[config.mk]
export PLATFORM = sky130hd
export DESIGN_NAME = pipe_stage_reg
export DESIGN_NICKNAME = d
export VERILOG_FILES = /design/src/rtl/pipe_stage_reg.sv
export SDC_FILE = /design/constraint.sdc
export NUM_CORES = 1
export LEC_CHECK = 0
export BUFFER_PORTS_ARGS = -buffer_cell sky130_fd_sc_hd__buf_2
export CORE_ASPECT_RATIO = 0.7
export CORE_MARGIN = 2
export CORE_UTILIZATION = 44
export DETAILED_ROUTE_END_ITERATION = 12
export PLACE_DENSITY = 0.82
export SYNTH_ARGS = -nofsm -noshare
export SYNTH_HDL_FRONTEND = slang
export SYNTH_SLANG_ARGS = --single-unit
[constraint.sdc]
create_clock -name clk_i -period 2.1 [get_ports clk_i]
set_clock_uncertainty 0.05 [all_clocks]
set_input_delay 0.315 -clock clk_i [delete_from_list [all_inputs] [get_ports clk_i]]
set_output_delay 0.315 -clock clk_i [all_outputs]
set_load 0.01 [all_outputs]
[src/rtl/pipe_stage_reg.sv]
// pipe_stage_reg: generic pipeline register with stall/bubble/flush, conflict and stall watchdog.
// Optional performance counters built only when PIPE_REG_PERF_EN is defined.
module pipe_stage_reg #(
    parameter int              WIDTH      = 64,
    parameter logic [WIDTH-1:0] BUBBLE_VAL = '0,
    parameter logic [WIDTH-1:0] RESET_VAL  = '0,
    parameter int              CNT_W      = 8,
    parameter int              STALL_MAX  = 200,
    parameter int              PERF_W     = 32
) (
    input  logic              clk_i,
    input  logic              rstn_i,
    input  logic              stall_i,
    input  logic              bubble_i,
    input  logic              in_valid_i,
    input  logic [WIDTH-1:0]  in_data_i,
    input  logic              clr_err_i,
    output logic              out_valid_o,
    output logic [WIDTH-1:0]  out_data_o,
    output logic [CNT_W-1:0]  stall_cnt_o,
    output logic              conflict_o,
    output logic              timeout_o,
    input  logic              perf_clr_i,
    output logic [PERF_W-1:0] perf_stall_o,
    output logic [PERF_W-1:0] perf_bubble_o
);
    localparam logic [CNT_W-1:0] MAX_C = CNT_W'(STALL_MAX);

    logic             stall_only;
    logic [CNT_W-1:0] cnt_nxt;

    assign stall_only = stall_i & ~bubble_i;
    assign cnt_nxt    = stall_only ? (&stall_cnt_o ? stall_cnt_o : stall_cnt_o + CNT_W'(1)) : '0;

    always_ff @(posedge clk_i or negedge rstn_i) begin
        if (!rstn_i) begin
            out_data_o  <= RESET_VAL;
            out_valid_o <= 1'b0;
            stall_cnt_o <= '0;
            conflict_o  <= 1'b0;
            timeout_o   <= 1'b0;
        end else begin
            if (bubble_i) begin
                out_data_o  <= BUBBLE_VAL;
                out_valid_o <= 1'b0;
            end else if (!stall_i) begin
                out_data_o  <= in_data_i;
                out_valid_o <= in_valid_i;
            end
            stall_cnt_o <= cnt_nxt;
            // a new set event outranks a simultaneous clear
            conflict_o  <= (stall_i & bubble_i) | (conflict_o & ~clr_err_i);
            timeout_o   <= (cnt_nxt >= MAX_C) | (timeout_o & ~clr_err_i);
        end
    end

`ifdef PIPE_REG_PERF_EN
    always_ff @(posedge clk_i or negedge rstn_i) begin
        if (!rstn_i) begin
            perf_stall_o  <= '0;
            perf_bubble_o <= '0;
        end else if (perf_clr_i) begin
            perf_stall_o  <= '0;
            perf_bubble_o <= '0;
        end else begin
            perf_stall_o  <= perf_stall_o + PERF_W'(stall_only);
            perf_bubble_o <= perf_bubble_o + PERF_W'(bubble_i);
        end
    end
`else
    logic unused_perf_clr;
    assign unused_perf_clr = perf_clr_i;
    assign perf_stall_o    = '0;
    assign perf_bubble_o   = '0;
`endif
endmodule
Yosys cells after proc, flatten, opt, wreduce, memory -nomap -nowiden
Index checks and enable logic that the tools add are counted.

word-level totals
  flip-flop bits (word level) = 75
  bits in latches = 0
  bits in writable memories = 0
  memory bits (read-only) = 0
  input bits = 71
  output and inout port bits = 139
  word-level logic and storage cells = 23
  memories = 0

cells by class
  add/sub/neg operators = 1
  multiply operators = 0
  divide/modulo/power cells = 0
  order comparisons = 1
  eq/ne operators = 1
  shifts and indexed selects = 0
  mux-type cells = 6
  bitwise gates (word level) = 8
  reductions and logical operators = 1

operators with widths
  operator             number
  $mux 64              2
  $mux 8               2
  $add 8x1->8 const B  1
  $ge 8x8->1 const B   1
  $reduce_and 8->1     1
  $and 1x1->1          4
  $mux 1               2
  $ne 2x1->1 const B   1
  $not 1->1            2
  $or 1x1->1           2

Longest topological paths before layout
Gate-level depths: netlist of run 1.

  word-level depth = 5
  mapped depth = 5

Least setup slack after synthesis of run 1
OpenSTA, ideal clock, no wires.

  path kind = reg2reg
  start point = register stall_cnt_o[0]
  end point = register timeout_o
  setup time = 0.066 ns
  arrival time = 1.485 ns
  path slack = 0.499 ns
  stages on the path, launching flop included = 6
  clock period less this slack = 1.601 ns
  cells stage by stage = dfrtp_1 > ha_1 > and2_1 > a41o_1 > a311oi_1 > a22o_1

on the way
  word-level cells in the longest chain between the ends = 5
  elaborated cells on any way between the ends = 6
  classes of those cells = add/sub: 1; order compare: 1; mux: 2; bitwise: 1; reduce/logical: 1

ends and longest elaborated chain
  element                                                 RTL line  source
  from (decl)                                             20        output logic [CNT_W-1:0] stall_cnt_o,
  from (signal assigned)                                  50        stall_cnt_o <= cnt_nxt;
  $add 8x1->8 / $reduce_and 8->1 (equally long branches)  33        assign cnt_nxt = stall_only ? (&stall_cnt_o ? stall_cnt_o : stall_cnt_o + CNT_W'(1)) : '0;
  $mux 8 (*) (2 in a row)                                 33
  $ge 8x8->1 (*)                                          53        timeout_o <= (cnt_nxt >= MAX_C) | (timeout_o & ~clr_err_i);
  $or 1x1->1 (*)                                          53
  to (signal assigned)                                    53
  to (decl)                                               22        output logic timeout_o,

Every way passes the cells marked *; elsewhere a longest branch is shown, timed or not.
A chain may end at the register's enable or synchronous reset.

Final worst setup path of run 1
Same ends and word-level chain as after synthesis.

==> impl_metrics.py, run 1 <==
metrics = {
    "cells_and_area": {
        "layout.cells.non_filler": 580,
        "layout.nets": 547,
        "fill_cells": 693,
        "finish.utilization_pct": 58.0,
        "antenna_cells": 0,
        "area_growth_pct": 26.5,
        "drive_above_1_share_pct": 34.7,
    },
    "global_routing": {
        "top_usage_layer": "met2",
        "grt_pass1_wl_um": 11700,
        "grt_pass1_vias": 2494,
        "antenna_found_initial": 0,
        "grt_start_max_net_pins": 67,
        "grt_use_met3_pct": 4.91,
        "grt_use_total_pct": 16.2,
        "grt-ovfl-total": 0,
        "grt_use_met2_pct": 28.2,
        "grtUsageMet1_pct": 19.6,
    },
    "timing": {
        "setup-tns-final_ps": 0,
        "min_period_over_period_pct": 80.1,
        "finalMaxSlewViolations": 0,
        "fin_crit_ps": 1680,
        "fmax_ghz": 0.595,
        "rsz0062_at_grt": "no",
        "final_hold_viol_count": 0,
        "setup_viol": 0,
    },
    "synth": {
        "avgSynthCellArea_um2": 10.9,
        "ys_warn_count": 0,
        "synth_top_area_cell": "dfrtp_1",
        "ys.flop_type": "dfrtp_1",
        "yosys_register_bits": 75,
        "ys_seq_area_share_pct": 51.6,
        "synth_common_cells": "dfrtp_1 (75), nor2_1 (75), buf_4 (68)",
        "synth_top_cell_area_share_pct": 51.6,
        "syn_inst": 333,
        "ys_async_sr_fraction_pct": 100,
        "syn_area_mm2": 0.00364,
        "synth.distinct_cells": 32,
        "synth-edff-count": 0,
        "synthTopCellsByArea": "dfrtp_1 (52%), mux2i_1 (18%), buf_4 (14%)",
    },
    "clocking": {
        "path_clk_slew_ps": 60,
        "post_cts_buffers": 0,
        "cts_max_level": 3,
        "root_buffer": "clkbuf_16",
        "clk_path_buf_depth": 2,
        "cts_tree": "built",
        "clk_latency_ps": 320,
        "numClockSinks": 75,
        "cts_buffers": 9,
    },
    "setup_path": {
        "worstPathMaxFanout": 5,
        "critPathKind": "reg -> reg",
        "crit_slowest_cell": "dfrtp_1",
        "worstReg2RegEnd": "timeout_o",
        "crit_path_end": "timeout_o",
        "cp_cell_sequence": "ha_1 > and2_1 > a41o_1 > a311oi_1 > a22o_1",
        "rr_startpoint": "stall_cnt_o[0]",
        "max_stage_delay_ps": 430,
        "worstPathRequired_ps": 2310,
        "cp-startpoint": "stall_cnt_o[0]",
        "start_kind": "flop",
        "critPathArrivalTime_ps": 1890,
        "critPathCaptureType": "flop",
        "regToRegSetupSlack_ps": 420,
        "r2r_cells": 5,
    },
    "die": {
        "die_h_um": 80.1,
        "start_util_pct": 45.8,
        "dieArea_mm2": 0.00903,
        "fp-row-count": 27,
        "die_w_um": 113,
        "pin_count": 210,
        "core-area_mm2": 0.00794,
    },
    "placement": {
        "dp.cells": 564,
        "dp.final_hpwl_um": 5510,
        "port_buffers": 144,
        "place_congestion": 0.879,
    },
    "detailed_routing": {
        "drtIter0Drc": 104,
        "drc": 0,
        "routedWlPerCell_um": 12.6,
        "via_per_inst": 4.53,
        "ant_nets": 0,
        "wl_um": 7320,
        "drt_pass1_iterations": 4,
        "routed-via-count": 2625,
    },
    "pwr": {
        "ir_drop_uv": 456,
        "p_leak_nw": 2.68,
        "p_per_area_mw_per_mm2": 837,
        "finalPower_mw": 3.85,
    },
    "hold_path": {
        "hold_path.class": "in -> reg",
    },
    "run": {
        "cap_violations": 0,
    },
    "status": {
        "status": "finished clean",
    },
}
[sequential cells by signal (all words and copies together), names as in the netlist]
signal,flops
out_valid_o,1
conflict_o,1
stall_cnt_o,8
timeout_o,1
out_data_o,64
[stage by stage]
| stage | setup WS (ps) | cell area, um^2 | hold WS [ps] |
|---|---|---|---|
| 3_3_place_gp | 476 | 4230 | 245 |
| 3_5_place_dp | 447 | 4230 | 251 |
| 2_1_floorplan | 499 | 3880 | -30.6 |
| 5_1_grt | 260 | 4600 | 174 |
| 4_1_cts | 429 | 4600 | 175 |
| 6_report | 418 | 4600 | 184 |
[metal layers]
| layer | wire [um] | part of all wire, % |
|---|---|---|
| met4 | 70 | 0.96 |
| met5 | 0 | 0 |
| met1 | 2930 | 40 |
| met2 | 3800 | 52 |
| met3 | 524 | 7.2 |
[cells in the final DEF (no fill, tap or decap), types with 2 or more instances in the layout]
cell type,n
nor3_1,5
a22o_1,2
conb_1,64
clkbuf_16,9
dfrtp_1,75
a21oi_1,2
buf_2,142
nand3_1,4
nand2b_1,2
bufinv_16,4
mux2i_1,67
buf_4,3
nor2_1,75
buf_12,3
[final cells by class]
| type | count | area, um^2 | share of cell area [%] |
|---|---|---|---|
| timing repair buffer | 149 | 803 | 17.4 |
| multi-input combinational | 239 | 1430 | 31.1 |
| sequential | 75 | 1880 | 40.8 |
| inverter | 1 | 3.75 | 0.0815 |
| clock buffer | 10 | 239 | 5.19 |
| tap | 101 | 126 | 2.74 |
| clock inverter | 5 | 125 | 2.72 |
[cell families after synthesis]
group                      after synthesis  share of synthesized area (%)
adders and majority gates                1                          0.344
buffers and inverters                   82                           15.6
xor gates and xnor gates                 1                          0.241
muxes                                   67                           18.4
other                                    1                          0.103
DFF                                     75                           51.6
AOI/OAI and AO/OA                       10                           2.03
and+or+nand+nor                         96                           11.7
[report_power, final]
group          switching, mW  internal [mW]  total [mW]  leakage (nW)
Combinational          0.265          0.185       0.450          1.51
Clock                  0.541           1.30        1.84         0.179
Sequential            0.0382           1.52        1.56         0.999
Total                  0.844           3.01        3.85          2.68
[worst min path at each step]
| stage | slack [ps] | cells past startpoint | start | endpoint |
|---|---|---|---|---|
| finish | 180 | 3 | in_data_i[13] | out_data_o[13] |
| global route | 170 | 3 | in_data_i[43] | out_data_o[43] |
| CTS | 170 | 3 | in_data_i[48] | out_data_o[48] |
| detailed placement | 250 | 1 | rstn_i | out_data_o[37] |
| global placement | 240 | 1 | rstn_i | out_data_o[36] |
| floorplan | -30 | 0 | rstn_i | conflict_o |
[what timing repair did]
| action | 4_1_cts | 5_1_grt |
|---|---|---|
| hold endpoints to repair | 34 | 0 |
| hold buffers | 1 | 0 |
| resized for setup | 0 | 0 |
[critical path: cells and delay by family (launching register included)]
| kind | cells | cell delay, ps |
|---|---|---|
| AOI/OAI and AO/OA | 3 | 660 |
| adders and majority gates | 1 | 270 |
| DFF | 1 | 430 |
| and+or+nand+nor | 1 | 210 |
(Power assumes the default switching activity.)
==> run 2: changes to the inputs <==
CORE_UTILIZATION = 40   (was 44)
PLACE_DENSITY = 0.79   (was 0.82)
clock period = 1.5 ns   (was 2.1 ns; I/O delays follow)
==> run 2 against run 1 <==
Maximum frequency rose by 16%. First-iteration DRC count rose by 21%. Hold slack got worse by 96 ps. Highest routed layer unchanged. Critical path depth did not move. Clock-buffer cell count rose by 1. Sequential share of layout area fell by 0.97 points.
==> impl_metrics.py, run 2 (synthesized netlist as in run 1, its figures left out) <==
metrics = {
    "clocking": {
        "root_buffer": "clkbuf_16",
        "post_cts_buffers": 0,
        "cts_max_level": 3,
        "clk_latency_ps": 320,
        "numClockSinks": 75,
        "cts_tree": "built",
        "cts_buffers": 9,
        "clk_path_buf_depth": 2,
        "path_clk_slew_ps": 60,
    },
    "cells_and_area": {
        "seqCellArea_mm2": 0.00188,
        "regMostFlops": "out_data_o",
        "largest_reg_flops": 64,
        "final_common_cell": "buf_2",
        "postLayoutCellArea_mm2": 0.00472,
        "multi_input_area_mm2": 0.00146,
        "area_growth_pct": 29.8,
        "fill_cells": 810,
        "antenna_cells": 0,
        "largestRegisters": "out_data_o (64), stall_cnt_o (8)",
        "layout.nets": 558,
        "drive_above_1_share_pct": 37.7,
        "final_cell_mix": "buf_2 (142), nor2_1 (75), dfrtp_1 (73)",
    },
    "placement": {
        "place_area_mm2": 0.00438,
        "dp.final_hpwl_um": 5710,
        "place_congestion": 0.790,
        "port_buffers": 144,
    },
    "pwr": {
        "clkPwrFrac_pct": 43.5,
        "p_sw_share_pct": 24.8,
        "intPower_mw": 3.79,
        "pwr-share-seq_pct": 43.3,
        "pwr-share-comb_pct": 13.1,
        "power.switching_mw": 1.25,
        "p_leak_nw": 2.71,
        "ir_drop_uv": 679,
        "p_per_area_mw_per_mm2": 1070,
    },
    "die": {
        "pin_count": 210,
        "start_util_pct": 40.6,
        "die_w_um": 118,
        "core-area_mm2": 0.00896,
        "fp-row-count": 29,
        "dieArea_mm2": 0.00989,
        "die_h_um": 83.8,
    },
    "timing": {
        "holdWs_ps": 88.0,
        "setup_viol": 0,
        "min_period_over_period_pct": 96.4,
        "fin_crit_ps": 1450,
        "setup-tns-final_ps": 0,
        "finalMaxSlewViolations": 0,
        "rsz0062_at_grt": "yes",
        "final_hold_viol_count": 0,
        "fmax_ghz": 0.692,
    },
    "run": {
        "cap_violations": 0,
    },
    "global_routing": {
        "antenna_found_initial": 0,
        "grt_pass1_wl_um": 12900,
        "grt_start_max_net_pins": 76,
        "grt-ovfl-total": 0,
        "grt_use_total_pct": 16.3,
        "grt_pass1_vias": 2717,
    },
    "detailed_routing": {
        "routedWlPerCell_um": 12.6,
        "wl_um": 7740,
        "ant_nets": 0,
        "routed-via-count": 2685,
        "drc": 0,
        "via_per_inst": 4.37,
        "drtIter0Drc": 126,
        "drt_pass1_iterations": 4,
    },
    "setup_path": {
        "worstPathMaxFanout": 4,
        "critPathArrivalTime_ps": 1660,
        "critPathCaptureType": "flop",
        "critPathKind": "reg -> reg",
        "start_kind": "flop",
        "worstPathRequired_ps": 1710,
    },
    "hold_path": {
        "hold_path.class": "in -> reg",
    },
    "status": {
        "status": "finished clean",
    },
}
run 2: cell count changes in the layout (fill, tap and decap cells not counted), moves of 2 or more:
cell        delta
bufinv_16      -3
buf_12         +2
dfrtp_2        +2
buf_4          +9
dfrtp_1        -2
clkinvlp_4     +3
run 2: path summary, 6_finish.rpt:
kind,slack (ps),cells past startpoint,startpoint,endpoint
max in group asynchronous,650,3,rstn_i,stall_cnt_o[0]
max reg2reg,50,5,stall_cnt_o[1],timeout_o
min reg2reg,460,1,timeout_o,timeout_o
min in group asynchronous,410,3,rstn_i,out_data_o[8]
min,90,3,in_data_i[30],out_data_o[30]
max,50,5,stall_cnt_o[1],timeout_o
run 2: timing repair:
item	4_1_cts	5_1_grt
gates resized for setup	2	1
pin swaps	0	3
setup endpoints to repair	1	5
hold buffers	1	0
endpoints found under the hold margin	75	0
run 2: worst max-delay path: stages (launching register included):
cell,delay [ps]
dfrtp_2,420
ha_4,160
and2_4,160
a41o_1,240
a311oi_2,200
a22o_1,150
run 2: power by group through the flow:
stage               registers (mW)  logic [mW]  clock network (mW)
floorplan                     2.27       0.419                   0
global placement              2.21       0.648                   0
detailed placement            2.22       0.664                   0
CTS                           2.18       0.669                2.26
global route                  2.20       0.733                2.35
finish                        2.18       0.662                2.19
run 2: per-layer routing:
| layer | global-route usage (%) | vias to the layer above | share of wire (%) |
|---|---|---|---|
| li1 | - | 1279 | - |
| met1 | 20.0 | 1280 | 43 |
| met2 | 26.2 | 110 | 47 |
| met3 | 6.22 | 16 | 7.5 |
| met4 | 5.81 | 0 | 1.8 |
| met5 | 0 | - | 0 |
run 2: cell type report:
cell class,count,share of cell area (%)
Sequential cell,75,39.8
Multi-Input combinational cell,239,30.9
Clock inverter,5,1.30
Clock buffer,11,5.35
Tap cell,124,3.28
Timing Repair Buffer,160,19.3
Inverter,1,0.0795
run 2: through the flow:
| stage | total power, mW | cells | setup WS [ps] | util (%) |
|---|---|---|---|---|
| detailed placement | 2.88 | 598 | -5.24 | 48.9 |
| finish | 5.04 | 615 | 54.3 | 52.7 |
| floorplan | 2.69 | 396 | 17.9 | - |
| CTS | 5.11 | 615 | 7.96 | 52.7 |
| global route | 5.27 | 615 | -2.70 | 52.7 |
| global placement | 2.86 | 598 | 47.2 | 48.9 |
==> run 3: changes to the inputs <==
CORE_UTILIZATION = 44   (was 40)
CTS_BUF_LIST = sky130_fd_sc_hd__clkbuf_16   (was default)
PLACE_DENSITY = 0.82   (was 0.79)
clock period = 1.6 ns   (was 1.5 ns; I/O delays follow)
==> run 3 against run 2 <==
Combinational power shrank 8.8%. Cell count shrank 4.7%. Routed wire length is 2.8% lower. Maximum frequency down 3.3%. Largest cell class unchanged.
==> impl_metrics.py, run 3 (synthesized netlist as in run 1, its figures left out) <==
metrics = {
    "cells_and_area": {
        "largest_reg_flops": 64,
        "regMostFlops": "out_data_o",
        "antenna_cells": 0,
        "final_cell_mix": "buf_2 (142), nor2_1 (75), dfrtp_1 (75)",
        "multi_input_area_mm2": 0.00144,
        "largestRegisters": "out_data_o (64), stall_cnt_o (8)",
        "drive_above_1_share_pct": 35.9,
        "area_growth_pct": 27.2,
        "postLayoutCellArea_mm2": 0.00463,
        "seqCellArea_mm2": 0.00188,
        "final_common_cell": "buf_2",
        "fill_cells": 694,
        "layout.nets": 553,
    },
    "pwr": {
        "p_per_area_mw_per_mm2": 1050,
        "pwr-share-comb_pct": 12.4,
        "power.switching_mw": 1.10,
        "p_sw_share_pct": 22.7,
        "clkPwrFrac_pct": 45.4,
        "intPower_mw": 3.75,
        "p_leak_nw": 2.70,
        "pwr-share-seq_pct": 42.1,
        "ir_drop_uv": 510,
    },
    "detailed_routing": {
        "routed-via-count": 2612,
        "drc": 0,
        "ant_nets": 0,
        "drt_pass1_iterations": 2,
        "routedWlPerCell_um": 12.8,
        "via_per_inst": 4.46,
        "wl_um": 7520,
        "drtIter0Drc": 149,
    },
    "die": {
        "dieArea_mm2": 0.00903,
        "core-area_mm2": 0.00794,
        "die_h_um": 80.1,
        "fp-row-count": 27,
        "start_util_pct": 45.8,
        "die_w_um": 113,
        "pin_count": 210,
    },
    "clocking": {
        "root_buffer": "clkbuf_16",
        "clk_path_buf_depth": 2,
        "cts_max_level": 3,
        "cts_buffers": 9,
        "numClockSinks": 75,
        "path_clk_slew_ps": 60,
        "post_cts_buffers": 0,
        "cts_tree": "built",
        "clk_latency_ps": 320,
    },
    "timing": {
        "min_period_over_period_pct": 93.4,
        "setup-tns-final_ps": 0,
        "rsz0062_at_grt": "no",
        "final_hold_viol_count": 0,
        "fin_crit_ps": 1490,
        "fmax_ghz": 0.669,
        "finalMaxSlewViolations": 0,
        "setup_viol": 0,
    },
    "setup_path": {
        "worstPathRequired_ps": 1810,
        "critPathArrivalTime_ps": 1700,
        "critPathKind": "reg -> reg",
        "critPathCaptureType": "flop",
        "worstPathMaxFanout": 4,
        "start_kind": "flop",
    },
    "placement": {
        "place_area_mm2": 0.00428,
        "dp.final_hpwl_um": 5590,
        "place_congestion": 0.850,
        "port_buffers": 144,
    },
    "hold_path": {
        "hold_path.class": "in -> reg",
    },
    "global_routing": {
        "antenna_found_initial": 0,
        "grt_pass1_vias": 2608,
        "grt_start_max_net_pins": 76,
        "grt-ovfl-total": 0,
        "grt_pass1_wl_um": 12100,
        "grt_use_total_pct": 16.9,
    },
    "status": {
        "status": "finished clean",
    },
    "run": {
        "cap_violations": 0,
    },
}
==> run 3: metrics by stage <==
stage | power (mW) | std cells | hold WS [ps] | util [%] | setup slack, ps
floorplan | 2.52 | 396 | -106 | - | 39.7
global placement | 2.66 | 570 | 233 | 53.9 | 109
detailed placement | 2.69 | 570 | 242 | 53.9 | 54.0
CTS | 4.93 | 586 | 91.4 | 58.2 | 25.0
global route | 5.08 | 586 | 115 | 58.3 | 4.40
finish | 4.85 | 586 | 108 | 58.3 | 106
==> run 3: layout make-up <==
class	count	share of cell area (%)
Sequential cell	75	40.6
Clock buffer	9	4.87
Clock inverter	6	2.30
Multi-Input combinational cell	239	31.1
Tap cell	101	2.73
Inverter	1	0.0811
Timing Repair Buffer	155	18.3
==> run 3: critical path, cell delays in order (launching register included) <==
cell      delay, ps
dfrtp_1         380
ha_2            190
and2_4          170
a41o_1          240
a311oi_2        260
a22o_1          150
==> run 3: path summary, 6_finish.rpt <==
path / start / endpoint / slack [ps] / cells past startpoint
hold / removal: in_data_i[44] / out_data_o[44] / 110 / 3
max in group asynchronous: rstn_i / out_data_o[0] / 740 / 3
hold reg to reg: conflict_o / conflict_o / 450 / 1
min in group asynchronous: rstn_i / out_data_o[31] / 410 / 3
setup / recovery: stall_cnt_o[0] / timeout_o / 110 / 5
setup reg to reg: stall_cnt_o[0] / timeout_o / 110 / 5
==> run 3: what timing repair did <==
| action | CTS | global route |
|---|---|---|
| hold buffers | 1 | 0 |
| hold endpoints to repair | 75 | 0 |
| gates resized for setup | 0 | 2 |
| endpoints found under the setup margin | 0 | 3 |
==> run 3: per-layer routing <==
metal / global-route usage [%] / share of wire (%)
met5: 0 / 0
met4: 4.39 / 0.54
met3: 5.58 / 6.8
met2: 29.8 / 52
met1: 20.0 / 41
==> run 3: power groups by stage <==
stage | combinational [mW] | sequential, mW | clock [mW]
after floorplan | 0.392 | 2.13 | 0
after global placement | 0.590 | 2.07 | 0
after detailed placement | 0.608 | 2.08 | 0
after CTS | 0.611 | 2.04 | 2.28
after global routing | 0.670 | 2.06 | 2.35
final | 0.604 | 2.04 | 2.20
